--- config.mk ---
export PLATFORM = sky130hd
export DESIGN_NAME = pipe_fetch_unit
export DESIGN_NICKNAME = d
export VERILOG_FILES = /design/src/rtl/pipe_pkg.sv /design/src/rtl/pipe_fetch_unit_fifo.sv /design/src/rtl/pipe_fetch_unit.sv
export SDC_FILE = /design/constraint.sdc
export NUM_CORES = 1
export LEC_CHECK = 0
export ABC_CLOCK_PERIOD_IN_PS = 9960
export CORE_UTILIZATION = 60
export DETAILED_ROUTE_END_ITERATION = 8
export PLACE_DENSITY_LB_ADDON = 0.08
export SLEW_MARGIN = 30
export SYNTH_ARGS = -nofsm -noshare
export SYNTH_HDL_FRONTEND = slang
export SYNTH_HIERARCHICAL = 1
export SYNTH_SLANG_ARGS = --single-unit
--- constraint.sdc ---
create_clock -name clk -period 9.96 [get_ports clk]
set_input_delay 2.49 -clock clk [delete_from_list [all_inputs] [get_ports clk]]
set_output_delay 2.49 -clock clk [all_outputs]
set_load 0.005 [all_outputs]
--- src/rtl/pipe_pkg.sv ---
// Shared types, constants and helpers for the instruction fetch pipeline.
package pipe_pkg;

    localparam int unsigned XLEN_DEF = 32;
    localparam int unsigned PC_STEP  = 4;
    localparam int unsigned OFF_W    = 64;

    typedef enum logic [1:0] {
        ST_IDLE  = 2'd0,
        ST_FETCH = 2'd1,
        ST_HALT  = 2'd2
    } fetch_state_e;

    // Signed word offset -> sign-extended byte offset; callers truncate to XLEN.
    function automatic logic [OFF_W-1:0] word_offset(input logic [15:0] imm);
        return {{(OFF_W - 18){imm[15]}}, imm, 2'b00};
    endfunction

endpackage

--- src/rtl/pipe_fetch_unit_fifo.sv ---
// Prefetch queue: power-of-two circular buffer with single-cycle flush.
module fetch_fifo #(
    parameter int unsigned DEPTH = 4,
    parameter int unsigned WIDTH = 64,
    localparam int unsigned PTR_W = $clog2(DEPTH),
    localparam int unsigned CNT_W = PTR_W + 1
) (
    input  logic             clk,
    input  logic             rst_n,
    input  logic             push,
    input  logic             pop,
    input  logic             flush,
    input  logic [WIDTH-1:0] wdata,
    output logic [WIDTH-1:0] rdata,
    output logic [CNT_W-1:0] count
);

    logic [WIDTH-1:0] mem [DEPTH];
    logic [PTR_W-1:0] wr_ptr;
    logic [PTR_W-1:0] rd_ptr;

    // Pointers wrap naturally because DEPTH is a power of two.
    always_ff @(posedge clk or negedge rst_n) begin
        if (!rst_n) begin
            wr_ptr <= '0;
            rd_ptr <= '0;
            count  <= '0;
        end else if (flush) begin
            wr_ptr <= '0;
            rd_ptr <= '0;
            count  <= '0;
        end else begin
            if (push) wr_ptr <= wr_ptr + PTR_W'(1);
            if (pop)  rd_ptr <= rd_ptr + PTR_W'(1);
            case ({push, pop})
                2'b10:   count <= count + CNT_W'(1);
                2'b01:   count <= count - CNT_W'(1);
                default: count <= count;
            endcase
        end
    end

    // Storage is intentionally left unreset; occupancy alone defines validity.
    always_ff @(posedge clk) begin
        if (push && !flush) mem[wr_ptr] <= wdata;
    end

    assign rdata = mem[rd_ptr];

endmodule

--- src/rtl/pipe_fetch_unit.sv ---
// Fetch unit: sequential PC generation, redirect handling and prefetch queue.
module pipe_fetch_unit
    import pipe_pkg::*;
#(
    parameter int unsigned     XLEN     = XLEN_DEF,
    parameter int unsigned     DEPTH    = 4,
    parameter logic [XLEN-1:0] RESET_PC = '0
) (
    input  logic                   clk,
    input  logic                   rst_n,
    output logic [XLEN-1:0]        imem_addr,
    input  logic [XLEN-1:0]        imem_data,
    input  logic                   halt,
    input  logic                   redirect_valid,
    input  logic [XLEN-1:0]        redirect_base,
    input  logic [15:0]            redirect_imm,
    output logic                   out_valid,
    input  logic                   out_ready,
    output logic [XLEN-1:0]        out_pc,
    output logic [XLEN-1:0]        out_instr,
    output logic [$clog2(DEPTH):0] count
);

    localparam int unsigned CNT_W = $clog2(DEPTH) + 1;

    fetch_state_e    state;
    fetch_state_e    state_next;
    logic [XLEN-1:0] fetch_pc;
    logic [XLEN-1:0] pc_next;
    logic [XLEN-1:0] target;
    logic [2*XLEN-1:0] head;
    logic            redirect;
    logic            push;
    logic            pop;

    // Redirects are meaningless before the first fetch cycle.
    assign redirect = redirect_valid && (state != ST_IDLE);
    assign pop      = out_valid && out_ready && !redirect_valid;
    assign push     = (state == ST_FETCH) && !halt && !redirect_valid
                      && ((count < CNT_W'(DEPTH)) || pop);
    assign target   = {redirect_base[XLEN-1:2], 2'b00} + XLEN'(PC_STEP)
                      + XLEN'(word_offset(redirect_imm));

    always_ff @(posedge clk or negedge rst_n) begin
        if (!rst_n) begin
            state    <= ST_IDLE;
            fetch_pc <= RESET_PC;
        end else begin
            state    <= state_next;
            fetch_pc <= pc_next;
        end
    end

    always_comb begin
        state_next = state;
        pc_next    = fetch_pc;
        case (state)
            ST_IDLE:  state_next = ST_FETCH;
            ST_FETCH: if (halt)  state_next = ST_HALT;
            ST_HALT:  if (!halt) state_next = ST_FETCH;
            default:  state_next = ST_IDLE;
        endcase
        if (redirect) begin
            pc_next = target;
        end else if (push) begin
            pc_next = fetch_pc + XLEN'(PC_STEP);
        end
    end

    fetch_fifo #(
        .DEPTH (DEPTH),
        .WIDTH (2 * XLEN)
    ) u_fifo (
        .clk   (clk),
        .rst_n (rst_n),
        .push  (push),
        .pop   (pop),
        .flush (redirect),
        .wdata ({fetch_pc, imem_data}),
        .rdata (head),
        .count (count)
    );

    assign imem_addr = fetch_pc;
    assign out_valid = (count != '0);
    assign out_pc    = head[2*XLEN-1:XLEN];
    assign out_instr = head[XLEN-1:0];

endmodule

After elaboration in Yosys (flattened, before gate mapping) --
Memories as Yosys holds them, arrays and structs flattened. Index checks and enable logic that the tools add are counted.
Word-level totals: flip-flop bits (word level) 41, latch bits 0, bits in writable memories 256, ROM bits 0, output and inout bits 100, logic and storage cells 51, memories kept 1
Memories:
- u_fifo.mem | words 4, bits a word 64, rd ports 1, clocked after memory_dff 0, wr ports 1, line pipe_fetch_unit_fifo.sv:18 | logic [WIDTH-1:0] mem [DEPTH];
Cells by class: $add $sub $neg 7, multipliers 0, div/mod/pow operators 0, order comparisons 1, eq/ne operators 6, shift-type cells 0, mux-type cells 13, bitwise logic cells 0, reduce and logical (&&, ||, !) cells 18
Operators with widths (number):
- adder 32 x 3 -> 32 bit (second input constant) | 2
- two-way mux 32 bit | 2
- adder 32 bit | 1
- two-way mux 2 bit | 6
- logical AND 1 bit | 7
- case mux 2 bit (3 select lines) | 1
- case mux 3 bit (2 select lines) | 1
- nonzero test 2 bit | 3
- nonzero test 3 bit | 2
- adder 2 x 1 -> 2 bit (second input constant) | 2
- == test 2 x 1 -> 1 bit (second input constant) | 2
- == test 2 bit (second input constant) | 2
- != test 2 bit (second input constant) | 2
- adder 3 x 1 -> 3 bit (second input constant) | 1
- logical NOT 1 bit | 3
- less-than comparator 3 bit (second input constant) | 1
- two-way mux 3 bit | 1
- subtractor 3 x 1 -> 3 bit (second input constant) | 1
- logical NOT 2 bit | 1
- two-way mux 1 bit | 2
- AND reduction 2 bit | 1
- logical OR 1 bit | 1

Longest topological paths before layout --
Gate-level depths: netlist of the first run.
depth after elaboration 8, depth in mapped cells 12, mapped depth without buffers 12

Hierarchy --
The synthesis of the first run kept the hierarchy.
Modules (own cells, without submodules):
- fetch_fifo | instances 1, cells an instance 375, area each 9656.8 um2, sequential area each 7862.5 um2
- pipe_fetch_unit | instances 1, cells an instance 457, area each 3807.4 um2, sequential area each 800.8 um2

Worst setup path after synthesis of the first run --
OpenSTA, ideal clock, no wires.
kind input -> register, from input port redirect_valid, to memory u_fifo.mem[0][0], enable pin, library setup time 0.429 ns, arrival time 5.028 ns, required time 9.531 ns, setup slack 4.503 ns, stages 6, path buffers 1, cell sequence nor4b_4 nand2_2 clkinv_1 buf_2 nor2b_1 and2_1
Between the ends: cells in the longest elaborated chain, start to end 7
RTL lines:
- start, declared | line pipe_fetch_unit.sv:14 | input logic redirect_valid,
- logical NOT 1 bit * | line pipe_fetch_unit.sv:38, pipe_fetch_unit.sv:39
- logical AND 1 bit | line pipe_fetch_unit.sv:38 | assign pop = out_valid && out_ready && !redirect_valid;
- logical OR 1 bit | line pipe_fetch_unit.sv:40 | && ((count < CNT_W'(DEPTH)) || pop);
- logical AND 1 bit * | line pipe_fetch_unit.sv:40
- net push | line pipe_fetch_unit.sv:33 | logic push;
- logical AND 1 bit * | line pipe_fetch_unit_fifo.sv:45 | if (push && !flush) mem[wr_ptr] <= wdata;
- two-way mux 1 bit * | line pipe_fetch_unit_fifo.sv:45
- two-way mux 1 bit (implied by the code) * | line pipe_fetch_unit_fifo.sv:45
- end, declared | line pipe_fetch_unit_fifo.sv:18
Mark *: on every way through the listed nets, which the timed path passes. The rest lies on a longest branch.

Worst setup path after layout of the first run --
from register u_fifo.rd_ptr[0], to output port out_pc[22]
Between the ends: cells in the longest elaborated chain, start to end 1
RTL lines:
- start, declared | line pipe_fetch_unit_fifo.sv:20 | logic [PTR_W-1:0] rd_ptr;
- start signal, assigned | line pipe_fetch_unit_fifo.sv:34 | if (pop) rd_ptr <= rd_ptr + PTR_W'(1);
- memory read (4 x 64 bit)
- end, declared | line pipe_fetch_unit.sv:19 | output logic [XLEN-1:0] out_pc,
No other way between the ends.

==> results of run 1 <==
through the flow:
stage	hold WS, ns	std cells
finish	0.6053	1328
global route	0.6340	1328
CTS	0.6003	1326
detailed placement	0.5768	1274
global placement	0.5661	1274
floorplan	0.5129	841
where the power goes:
group          switching [mW]  internal, mW  leakage [nW]
sequential              0.200          1.54          2.78
combinational           0.460         0.634          2.53
clock                   0.424         0.598         0.427
total                    1.08          2.78          5.73
final cells by class:
type / instances / area, um^2
well taps: 280 / 350.3
fillers: 1357 / 5449
inverters: 12 / 45.04
flip-flops and latches: 295 / 8668
clock inverters: 12 / 102.6
multi-input cells: 502 / 4601
clock buffers: 40 / 787.0
repair buffers: 187 / 1888
worst max path at each step:
stage	end	startpoint
6_report	out_pc[22]	u_fifo/rd_ptr[0]$_DFFE_PN0P_
5_1_grt	out_pc[22]	u_fifo/rd_ptr[0]$_DFFE_PN0P_
4_1_cts	out_pc[11]	u_fifo/rd_ptr[0]$_DFFE_PN0P_
3_5_place_dp	imem_addr[25]$_DFFE_PN0P_	redirect_imm[15]
3_3_place_gp	imem_addr[25]$_DFFE_PN0P_	redirect_imm[15]
2_1_floorplan	u_fifo/mem[0][0]$_DFFE_PP_	redirect_valid
routing by layer:
layer | vias up | share of wire, % | track usage (%)
li1 | 3676 | - | -
met1 | 3861 | 41 | 31.37
met2 | 263 | 51 | 41.67
met3 | 48 | 5.4 | 3.280
met4 | 0 | 2.6 | 7.048
met5 | - | 0 | 0
cell usage in the layout, fill, tap and decap left out, drive strengths merged, types with 3 or more instances in the layout:
master,n
a211o,3
a211oi,4
a21o,10
a21oi,37
a31oi,9
and2,6
and3,11
and4,7
buf,8
clkbuf,40
clkdlybuf4s50,179
clkinv,10
conb,10
dfrtp,39
edfxtp,256
ha,62
inv,11
mux2i,8
mux4,64
nand2,51
nand2b,4
nand3,17
nand4,11
nor2,30
nor2b,4
nor3,19
nor3b,4
nor4,3
o211ai,4
o21ai,37
o21bai,7
or3,3
xnor2,22
xor2,30
flip-flops by register name, summed over array words and instances, names as in the netlist:
name and count:
u_fifo/count 3, u_fifo/rd_ptr 2, u_fifo/wr_ptr 2, u_fifo/mem 256
imem_addr 30, state 2
kinds of logic (layout without fill, tap and decap cells):
logic type               Yosys count  count (layout)  share of synthesized area, %
other                              1              10                       0.02785
flip-flops                       295             295                         64.34
XOR/XNOR                          52              52                         3.383
multiplexers                      72              72                         11.30
adder cells (fa/ha/maj)           64              64                         6.059
AND/OR/NAND/NOR                  176             176                         7.063
buffers and inverters             44             251                         1.840
AO/OA/AOI/OAI                    128             128                         5.984
critical path: cells and delay by family, from the launching register on:
kind / cells / cell delay (ns)
mux: 1 / 0.59
flops: 1 / 0.65
buf+inv: 2 / 1.09
==> impl_results.md, run 1 <==
* Status: finished, final reports clean
* Post-Syn Area at 13460 um^2
* Pin count of the biggest net entering global routing at 65
* Clock Path Buffers at 3
* Die height at ~150 um
* Min cycle time layout at 5.425 ns
* RSZ-0062 raised after global routing: no
* Vias per Instance at a little under 6
* Reg clk slew, reported paths at around 0.060 ns
* Slew headroom at a little over a third
* CP Capture Type: output port
* Syn_area_per_cell at about 16 um^2
* Slew Limit Fails at 0
* Final TNS setup at 0 ns
* Number of synthesized flops with an enable pin at approximately 260
* Cts hold-fix bufs at 0
* Pleak at around 5.7 nW
* Area of the die at 23040 um^2
* Post-synth ARST share at around an eighth
* Via count at slightly below 8000
* DP Wirelength at 17070 um
* Final setup vio count at 0
* Port bufs at 180
* Main flop type after synthesis: edfxtp_1
* Total power at between 3 and 4 mW
* Critical Path Max Stage Delay at about 0.65 ns
* GR Overflow Total at 0
* Worst Max-Slew Pin Slew at approximately 0.96 ns
* Max IR drop VDD at 0.1605 mV
* Area contributors post-synth: edfxtp_1 (57%), mux4_2 (11%), dfrtp_1 (7.2%)
* Antenna violations before repair at 0
* Row count at 54
* Initial Utilization at between 60 and 70%
* Worst-path cell chain: buf_6 > mux4_2 > clkdlybuf4s50_1
* Drt first pass iters at 5
* Num CTS Buffers at 28
* Worst path required time at 7.47 ns
* Sequential fraction of the synthesis area at between 60% and 70%
* Commonest cells post-synth: edfxtp_1 (256), mux4_2 (64), ha_1 (62)
* Post-route DRC at 0
* Synth unique cells at between 60 and 70
* Slowest cell on the critical path: dfrtp_4
* Gp weighted congestion at 0.8700
* Core box area at 21890 um^2
* # clock sinks at around 300
* Worst min-delay path category: reg -> reg
* Worst reg2reg startpoint: state[1]$_DFFE_PN0P_
* Design Area, Final at 16440 um^2
* Hold wc startpoint: u_fifo/wr_ptr[1]$_DFFE_PN0P_
* Crit path max fanout at 50
* Worst setup SP type: register
* Final nets at about 1200
* GRT Total Usage at 23.86%
* Die width at between 150 and 200 um
* Yosys reg bits at a little under 300
* Post-synth top area share at a little under three fifths
* First-pass GRT wire length at ~43000 um
* Cell Area, Placed at about 16000 um^2
* Ports at 185
* H-tree depth at 1
* Share of layout cells above drive strength 1 at between 10 and 15%
* Postcts setup bufs at 0
* Clock skew at 0.008523 ns
* Antenna Cells at 0
* Crit share post-route at 54.47%
* Max Cap Viol at 0
* Setup WS pre-CTS at 4.278 ns
* Reg2Reg Depth at 5
* Hold path endpoint: u_fifo/wr_ptr[1]$_DFFE_PN0P_
* Post-CTS sizing at 0
* Fin. Hold Viols at 0
* Cells after Synth at around 830
* Number of global-route vias before repair at between 7000 and 8000
* TritonCTS clock tree: done
* Warnings, synthesis at 6
* PD cells at between 200 and 250 nW/um^2
* Clock Latency Late Sink at 0.52 ns
* DRT Wirelength at 27100 um
* Reg2reg end: u_fifo/mem[3][1]$_DFFE_PP_
* Reg2Reg Setup Slack at 7.20 ns
* Hold depth at 2
* CTS root buf: clkbuf_16
* Worst setup path class: reg -> out
* Synth area leader: edfxtp_1
* Final ANT Viol Nets at 0
* Max frequency at 0.1843 GHz
* WL per Instance at around 20 um
* Syn-to-layout area delta at 22.12%
* Final worst slack at approximately 4.5 ns
* Most frequent cell after synthesis: edfxtp_1
* Final core occ at 75.11%
* Drt first-iter violations at a little under 600
* Crit path DAT at about 3 ns
Power figures use the tool's default switching activity.
==> run 2, diff against run 1 <==
--- a/config.mk
+++ b/config.mk
@@ -5,8 +5,8 @@
 export SDC_FILE = /design/constraint.sdc
 export NUM_CORES = 1
 export LEC_CHECK = 0
-export ABC_CLOCK_PERIOD_IN_PS = 9960
-export CORE_UTILIZATION = 60
+export ABC_CLOCK_PERIOD_IN_PS = 5000
+export CORE_UTILIZATION = 55
 export DETAILED_ROUTE_END_ITERATION = 8
 export PLACE_DENSITY_LB_ADDON = 0.08
 export SLEW_MARGIN = 30
==> constraint.sdc (replaced) <==
create_clock -name clk -period 5 [get_ports clk]
set_input_delay 1.25 -clock clk [delete_from_list [all_inputs] [get_ports clk]]
set_output_delay 1.25 -clock clk [all_outputs]
set_load 0.005 [all_outputs]
==> run 2 against run 1 <==
Compared with the run above: wire length down 0.87%; critical endpoint is now out_pc[15]; largest power group unchanged; register-to-register slack lost 4.7 ns; sequential cell count unchanged; first-iteration DRC count is 10% lower.
==> impl_results.md, run 2 (synthesized netlist as in run 1, its figures left out) <==
* Final setup vio count at 0 (unchanged)
* Slew headroom at 47.99% (+12 points)
* Commonest non-fill, non-tap cell in the layout: edfxtp_1
* Drt first pass iters at 4 (-1)
* Pleak at 5.861 nW (+2.3%)
* Drt first-iter violations at 523 (-10%)
* Commonest cells after routing, fill and taps aside: edfxtp_1 (256), clkdlybuf4s50_1 (179), mux4_2 (64), ha_1 (62), nand2_1 (50)
* DRT Wirelength at 26870 um (-0.87%)
* Antenna Cells at 0 (unchanged)
* Port bufs at 180 (unchanged)
* H-tree depth at 1 (unchanged)
* Slew Limit Fails at 0 (unchanged)
* Postcts setup bufs at 0 (unchanged)
* Area of the die at 25110 um^2 (+9.0%)
* Crit. path cell count at 3 (unchanged)
* Vias per Instance at 5.604 (-5.2%)
* Worst reg2reg startpoint: state[1]$_DFFE_PN0P_
* Total power at 7.895 mW (+100%)
* Worst min-delay path category: in -> async
* CP startpoint: u_fifo/rd_ptr[0]$_DFFE_PN0P_
* Crit share post-route at 79.18%
* Finished Layout Cells at 1378 (+3.8%)
* Worst Max-Slew Pin Slew at 0.7801 ns (-0.1845 ns)
* Reg2Reg Setup Slack at 2.48 ns (-4.72 ns)
* Crit path max fanout at 23 (-54%)
* First-pass GRT wire length at 42030 um (-2.3%)
* Pin count of the biggest net entering global routing at 41 (-37%)
* GRT Total Usage at 21.90% (-2.0 points)
* Die height at 158.5 um (+4.4%)
* GR Overflow Total at 0 (unchanged)
* DP Wirelength at 18540 um (+8.6%)
* # clock sinks at 295 (unchanged)
* Initial Utilization at 56.68% (-4.8 points)
* Core box area at 23750 um^2 (+8.5%)
* Antenna violations before repair at 0 (unchanged)
* Bufs and invs on worst path at 2 (unchanged)
* Final nets at 1186 (+0.94%)
* Fin. Hold Viols at 0 (unchanged)
* Number of global-route vias before repair at 8009 (+0.78%)
* Reg2Reg Depth at 6 (+1)
* Max FFs per register at 256 (unchanged)
* Largest register by flop count: u_fifo/mem
* Worst setup path class: reg -> out
* CP delay by family, top: buffers and inverters
* Row count at 56 (+3.7%)
* Post-route DRC at 0 (unchanged)
* Share of layout cells above drive strength 1 at 14.64% (+1.8 points)
* Reg2reg end: u_fifo/mem[1][11]$_DFFE_PP_
* Cts hold-fix bufs at 0 (unchanged)
* Final worst slack at 1.041 ns (-3.493 ns)
* Worst path required time at 3.75 ns (-3.72 ns)
* Worst setup path endpoint: out_pc[15]
* Status: finished, final reports clean
* Die width at 158.5 um (+4.4%)
* Syn-to-layout area delta at 24.45%
* Setup WS pre-CTS at 0.6570 ns (-3.621 ns)
* Clock skew at 0.007846 ns (-0.0006770 ns)
* Final ANT Viol Nets at 0 (unchanged)
* Final TNS setup at 0 ns (unchanged)
* Clock Latency Late Sink at 0.53 ns (about the same)
* Max frequency at 0.2526 GHz
* WL per Instance at 19.50 um (-4.5%)
* CP Capture Type: output port
* Via count at 7723 (-1.6%)
* Gp weighted congestion at 0.8760 (+0.69%)
* Num CTS Buffers at 29 (+3.6%)
* Crit path DAT at 2.71 ns (-0.23 ns)
* CTS root buf: clkbuf_16
* Clock Path Buffers at 3 (unchanged)
* PD cells at 471.2 nW/um^2 (+100%)
* TritonCTS clock tree: done
* Worst-path cell chain: buf_4 > mux4_2 > clkdlybuf4s50_1
* RSZ-0062 raised after global routing: no
* Max Cap Viol at 0 (unchanged)
* Reg clk slew, reported paths at 0.06 ns (about the same)
* Critical Path Max Stage Delay at 0.73 ns (+0.08 ns)
* Dpl cells at 1324 (+3.9%)
* Min cycle time layout at approximately 4.0 ns
* Slowest cell on the critical path: dfrtp_4
* Post-CTS sizing at 0 (unchanged)
* Worst setup SP type: register
* Layout fillers at 1604 (+18%)
* Ports at 185 (unchanged)
* Max IR drop VDD at 0.2730 mV (+70%)
run 2: cell type report:
class | instances | area [um^2] | share of cell area, %
clock buffers | 34 | 764.5 | 4.562
clock inverters | 19 | 229.0 | 1.366
inverters | 12 | 45.04 | 0.2688
multi-input cells | 502 | 4601 | 27.46
flip-flops and latches | 295 | 8668 | 51.73
well taps | 319 | 399.1 | 2.382
repair buffers | 197 | 2049 | 12.23
run 2: worst reg2reg max path, cell delays in order (launching register included):
cell and delay (ns):
dfrtp_1 0.44, nor4b_4 0.40, nand2_2 0.22, clkinv_1 0.09
nor2b_1 0.29, and2_4 0.51, buf_12 0.26
run 2: power breakdown:
group	leakage, nW	total, mW	internal, mW	switching, mW
Clock	0.484	2.22	1.35	0.871
Combinational	2.60	2.19	1.29	0.899
Sequential	2.78	3.49	3.07	0.414
Total	5.86	7.89	5.71	2.18
run 2: stage by stage:
step,util [%],hold slack (ns),instance area [um^2]
6_report,70.54,0.5741,16760
3_5_place_dp,66.28,0.5806,15740
5_1_grt,70.54,0.5777,16760
4_1_cts,70.46,0.5862,16740
3_3_place_gp,66.28,0.5685,15740
2_1_floorplan,-,0.5129,13500
run 2: per-layer routing:
| metal | up-vias | wire length [um] | global-route usage [%] |
|---|---|---|---|
| li1 | 3693 | - | - |
| met2 | 203 | 13720 | 38.18 |
| met4 | 0 | 568 | 5.998 |
| met1 | 3788 | 11270 | 28.50 |
| met5 | - | 0 | 0 |
| met3 | 39 | 1308 | 3.538 |
run 2: how the worst min path moves through the flow:
| stage | startpoint | endpoint | slack, ns |
|---|---|---|---|
| floorplan | state[0]$_DFFE_PN0P_ | state[0]$_DFFE_PN0P_ | 0.51 |
| global placement | u_fifo/wr_ptr[1]$_DFFE_PN0P_ | u_fifo/wr_ptr[1]$_DFFE_PN0P_ | 0.57 |
| detailed placement | u_fifo/wr_ptr[1]$_DFFE_PN0P_ | u_fifo/wr_ptr[1]$_DFFE_PN0P_ | 0.58 |
| CTS | state[0]$_DFFE_PN0P_ | state[0]$_DFFE_PN0P_ | 0.59 |
| global route | rst_n | u_fifo/count[0]$_DFFE_PN0P_ | 0.58 |
| finish | rst_n | u_fifo/count[1]$_DFFE_PN0P_ | 0.57 |
==> run 3, diff against run 2 <==
--- a/config.mk
+++ b/config.mk
@@ -5,7 +5,7 @@
 export SDC_FILE = /design/constraint.sdc
 export NUM_CORES = 1
 export LEC_CHECK = 0
-export ABC_CLOCK_PERIOD_IN_PS = 5000
+export ABC_CLOCK_PERIOD_IN_PS = 4100
 export CORE_UTILIZATION = 55
 export DETAILED_ROUTE_END_ITERATION = 8
 export PLACE_DENSITY_LB_ADDON = 0.08
==> constraint.sdc (replaced) <==
create_clock -name clk -period 4.1 [get_ports clk]
set_input_delay 1.025 -clock clk [delete_from_list [all_inputs] [get_ports clk]]
set_output_delay 1.025 -clock clk [all_outputs]
set_load 0.005 [all_outputs]
==> run 3 against run 2 <==
Compared with the run above: register-to-register slack lost 0.69 ns; sequential share of layout area fell by 0.14 points; clock skew rose by 0.0018 ns; utilization rose by 0.19 points; cell area rose by 0.27%; critical path type unchanged.
==> impl_results.md, run 3 (synthesized netlist as in run 1, its figures left out) <==
* Syn-to-layout area delta at 24.78%
* Final setup vio count at 0 (unchanged)
* Post-route DRC at 0 (unchanged)
* Commonest non-fill, non-tap cell in the layout: edfxtp_1
* Pin count of the biggest net entering global routing at 56 (+37%)
* Met1 usage at 29.41% (+0.92 points)
* Max Cap Viol at 0 (unchanged)
* Slew Limit Fails at 0 (unchanged)
* WHS at 0.4737 ns (-0.1004 ns)
* Multi-input logic area at 4601 um^2 (unchanged)
* First-pass GRT wire length at 41790 um (-0.56%)
* Crit path max fanout at 16 (-30%)
* Ports at 185 (unchanged)
* PD cells at 563.0 nW/um^2 (+19%)
* Crit share post-route at a little under 90%
* Bufs and invs on worst path at 2 (unchanged)
* CP startpoint: u_fifo/rd_ptr[0]$_DFFE_PN0P_
* Cell Area, Placed at 15880 um^2 (+0.84%)
* Worst setup path class: reg -> out
* Pleak at 5.890 nW (+0.50%)
* Antenna Cells at 0 (unchanged)
* Worst Max-Slew Pin Slew at 0.7112 ns (-0.06894 ns)
* Reg2reg end: u_fifo/mem[2][0]$_DFFE_PP_
* Slowest cell on the critical path: dfrtp_4
* Cts hold-fix bufs at 0 (unchanged)
* WL per Instance at 19.17 um (-1.7%)
* Final nets at 1200 (+1.2%)
* Final ANT Viol Nets at 0 (unchanged)
* Worst-path cell chain: buf_4 > mux4_2 > clkdlybuf4s50_1
* Commonest cells after routing, fill and taps aside: edfxtp_1 (256), clkdlybuf4s50_1 (179), mux4_2 (64), ha_1 (62), nand2_1 (50)
* Post-CTS sizing at 0 (unchanged)
* CP Capture Type: output port
* Total power at 9.459 mW (+20%)
* Port bufs at 180 (unchanged)
* Slew headroom at 51.84% (+3.8 points)
* CP delay by family, top: buffers and inverters
* Global route hottest layer: met2
* Num CTS Buffers at 28 (-3.4%)
* Reg2Reg Depth at 6 (unchanged)
* Largest register by flop count: u_fifo/mem
* Drt first pass iters at 5 (+1)
* Final core occ at 70.73% (+0.19 points)
* Met3 usage at 2.885% (-0.65 points)
* Share of layout cells above drive strength 1 at 15.47% (+0.83 points)
* Initial Utilization at 56.68% (unchanged)
* Status: finished, final reports clean
* Area of the die at 25110 um^2 (unchanged)
* DRT Wirelength at 26680 um (-0.68%)
* Fin. Hold Viols at 0 (unchanged)
* Postcts setup bufs at 0 (unchanged)
* CTS root buf: clkbuf_16
* Critical Path Max Stage Delay at 0.58 ns (-0.15 ns)
* GR Overflow Total at 0 (unchanged)
* H-tree depth at 1 (unchanged)
* RSZ-0062 raised after global routing: no
* Reg2Reg Setup Slack at 1.79 ns (-0.69 ns)
* Row count at 56 (unchanged)
* Finished Layout Cells at 1392 (+1.0%)
* Clock Path Buffers at 3 (unchanged)
* Clock Latency Late Sink at 0.52 ns (about the same)
* Antenna violations before repair at 0 (unchanged)
* Die height at 158.5 um (unchanged)
* Vias per Instance at 5.636 (+0.56%)
* Final TNS setup at 0 ns (unchanged)
* Worst setup path endpoint: out_instr[19]
* Crit. path cell count at 3 (unchanged)
* Die width at 158.5 um (unchanged)
* Gp weighted congestion at 0.8596 (-1.9%)
* TritonCTS clock tree: done
* Dpl cells at 1340 (+1.2%)
* Design Area, Final at 16800 um^2 (+0.27%)
* Layout fillers at 1607 (+0.19%)
* Max frequency at 0.2811 GHz
* # clock sinks at 295 (unchanged)
* DP Wirelength at 18330 um (-1.1%)
* Max IR drop VDD at 0.3404 mV (+25%)
* Worst min-delay path category: in -> async
* Reg clk slew, reported paths at 0.07 ns (about the same)
* Met2 Resource Use GR at 37.49% (-0.69 points)
* Number of global-route vias before repair at 7818 (-2.4%)
* Worst path required time at 3.07 ns (-0.68 ns)
* Setup WS pre-CTS at 0.09757 ns (-0.5594 ns)
* Min cycle time layout at 3.557 ns
* Final worst slack at 0.5431 ns (-0.4980 ns)
* Drt first-iter violations at 501 (-4.2%)
* Core box area at 23750 um^2 (unchanged)
* Worst reg2reg startpoint: state[1]$_DFFE_PN0P_
* Crit path DAT at 2.53 ns (-0.18 ns)
* Worst setup SP type: register
* GRT Total Usage at 21.79% (-0.12 points)
* Clock skew at 0.009599 ns (+0.001754 ns)
* Via count at 7845 (+1.6%)
* Total area of sequential cells at 8668 um^2 (unchanged)
* Max FFs per register at 256 (unchanged)
## run 3: cell count changes in the layout (fill, tap and decap cells not counted), sizes merged
| cell | previous run | this run |
|---|---|---|
| clkinv | 11 | 7 |
| clkbuf | 34 | 41 |
| clkinvlp | 2 | 3 |
| buf | 18 | 33 |
| bufinv | 5 | 2 |
| inv | 13 | 11 |
## run 3: area by class of cell
class | count | area share, %
Timing Repair Buffer | 212 | 12.88
Tap cell | 319 | 2.376
Multi-Input combinational cell | 502 | 27.38
Inverter | 12 | 0.2681
Sequential cell | 295 | 51.59
Clock buffer | 41 | 4.826
Clock inverter | 11 | 0.6702
## run 3: worst min-delay path by stage
stage                                       end  cells after the start                       from
floorplan                  state[0]$_DFFE_PN0P_                      1       state[0]$_DFFE_PN0P_
global placement    u_fifo/mem[2][60]$_DFFE_PP_                      0  imem_addr[28]$_DFFE_PN0P_
detailed placement         state[0]$_DFFE_PN0P_                      1       state[0]$_DFFE_PN0P_
CTS                        state[0]$_DFFE_PN0P_                      1       state[0]$_DFFE_PN0P_
global route        u_fifo/count[0]$_DFFE_PN0P_                      1                      rst_n
finish              u_fifo/count[0]$_DFFE_PN0P_                      1                      rst_n
## run 3: layer usage
| layer | routed length (um) | share of wire (%) | vias up |
|---|---|---|---|
| li1 | - | - | 3730 |
| met4 | 479 | 1.8 | 0 |
| met1 | 11540 | 43 | 3882 |
| met5 | 0 | 0 | - |
| met3 | 1137 | 4.3 | 33 |
| met2 | 13530 | 51 | 200 |
## run 3: worst reg2reg max path: stages, from the launching register on
cell and delay, ns:
dfrtp_1 0.44, nor4b_4 0.42, nand2_2 0.09, clkinv_1 0.12, nor2b_1 0.28, and2_4 0.37, buf_4 0.27
## run 3: where the power goes
group | leakage (nW) | internal, mW | switching (mW)
Clock | 0.441 | 1.50 | 1.02
Combinational | 2.67 | 1.60 | 1.13
Sequential | 2.78 | 3.75 | 0.465
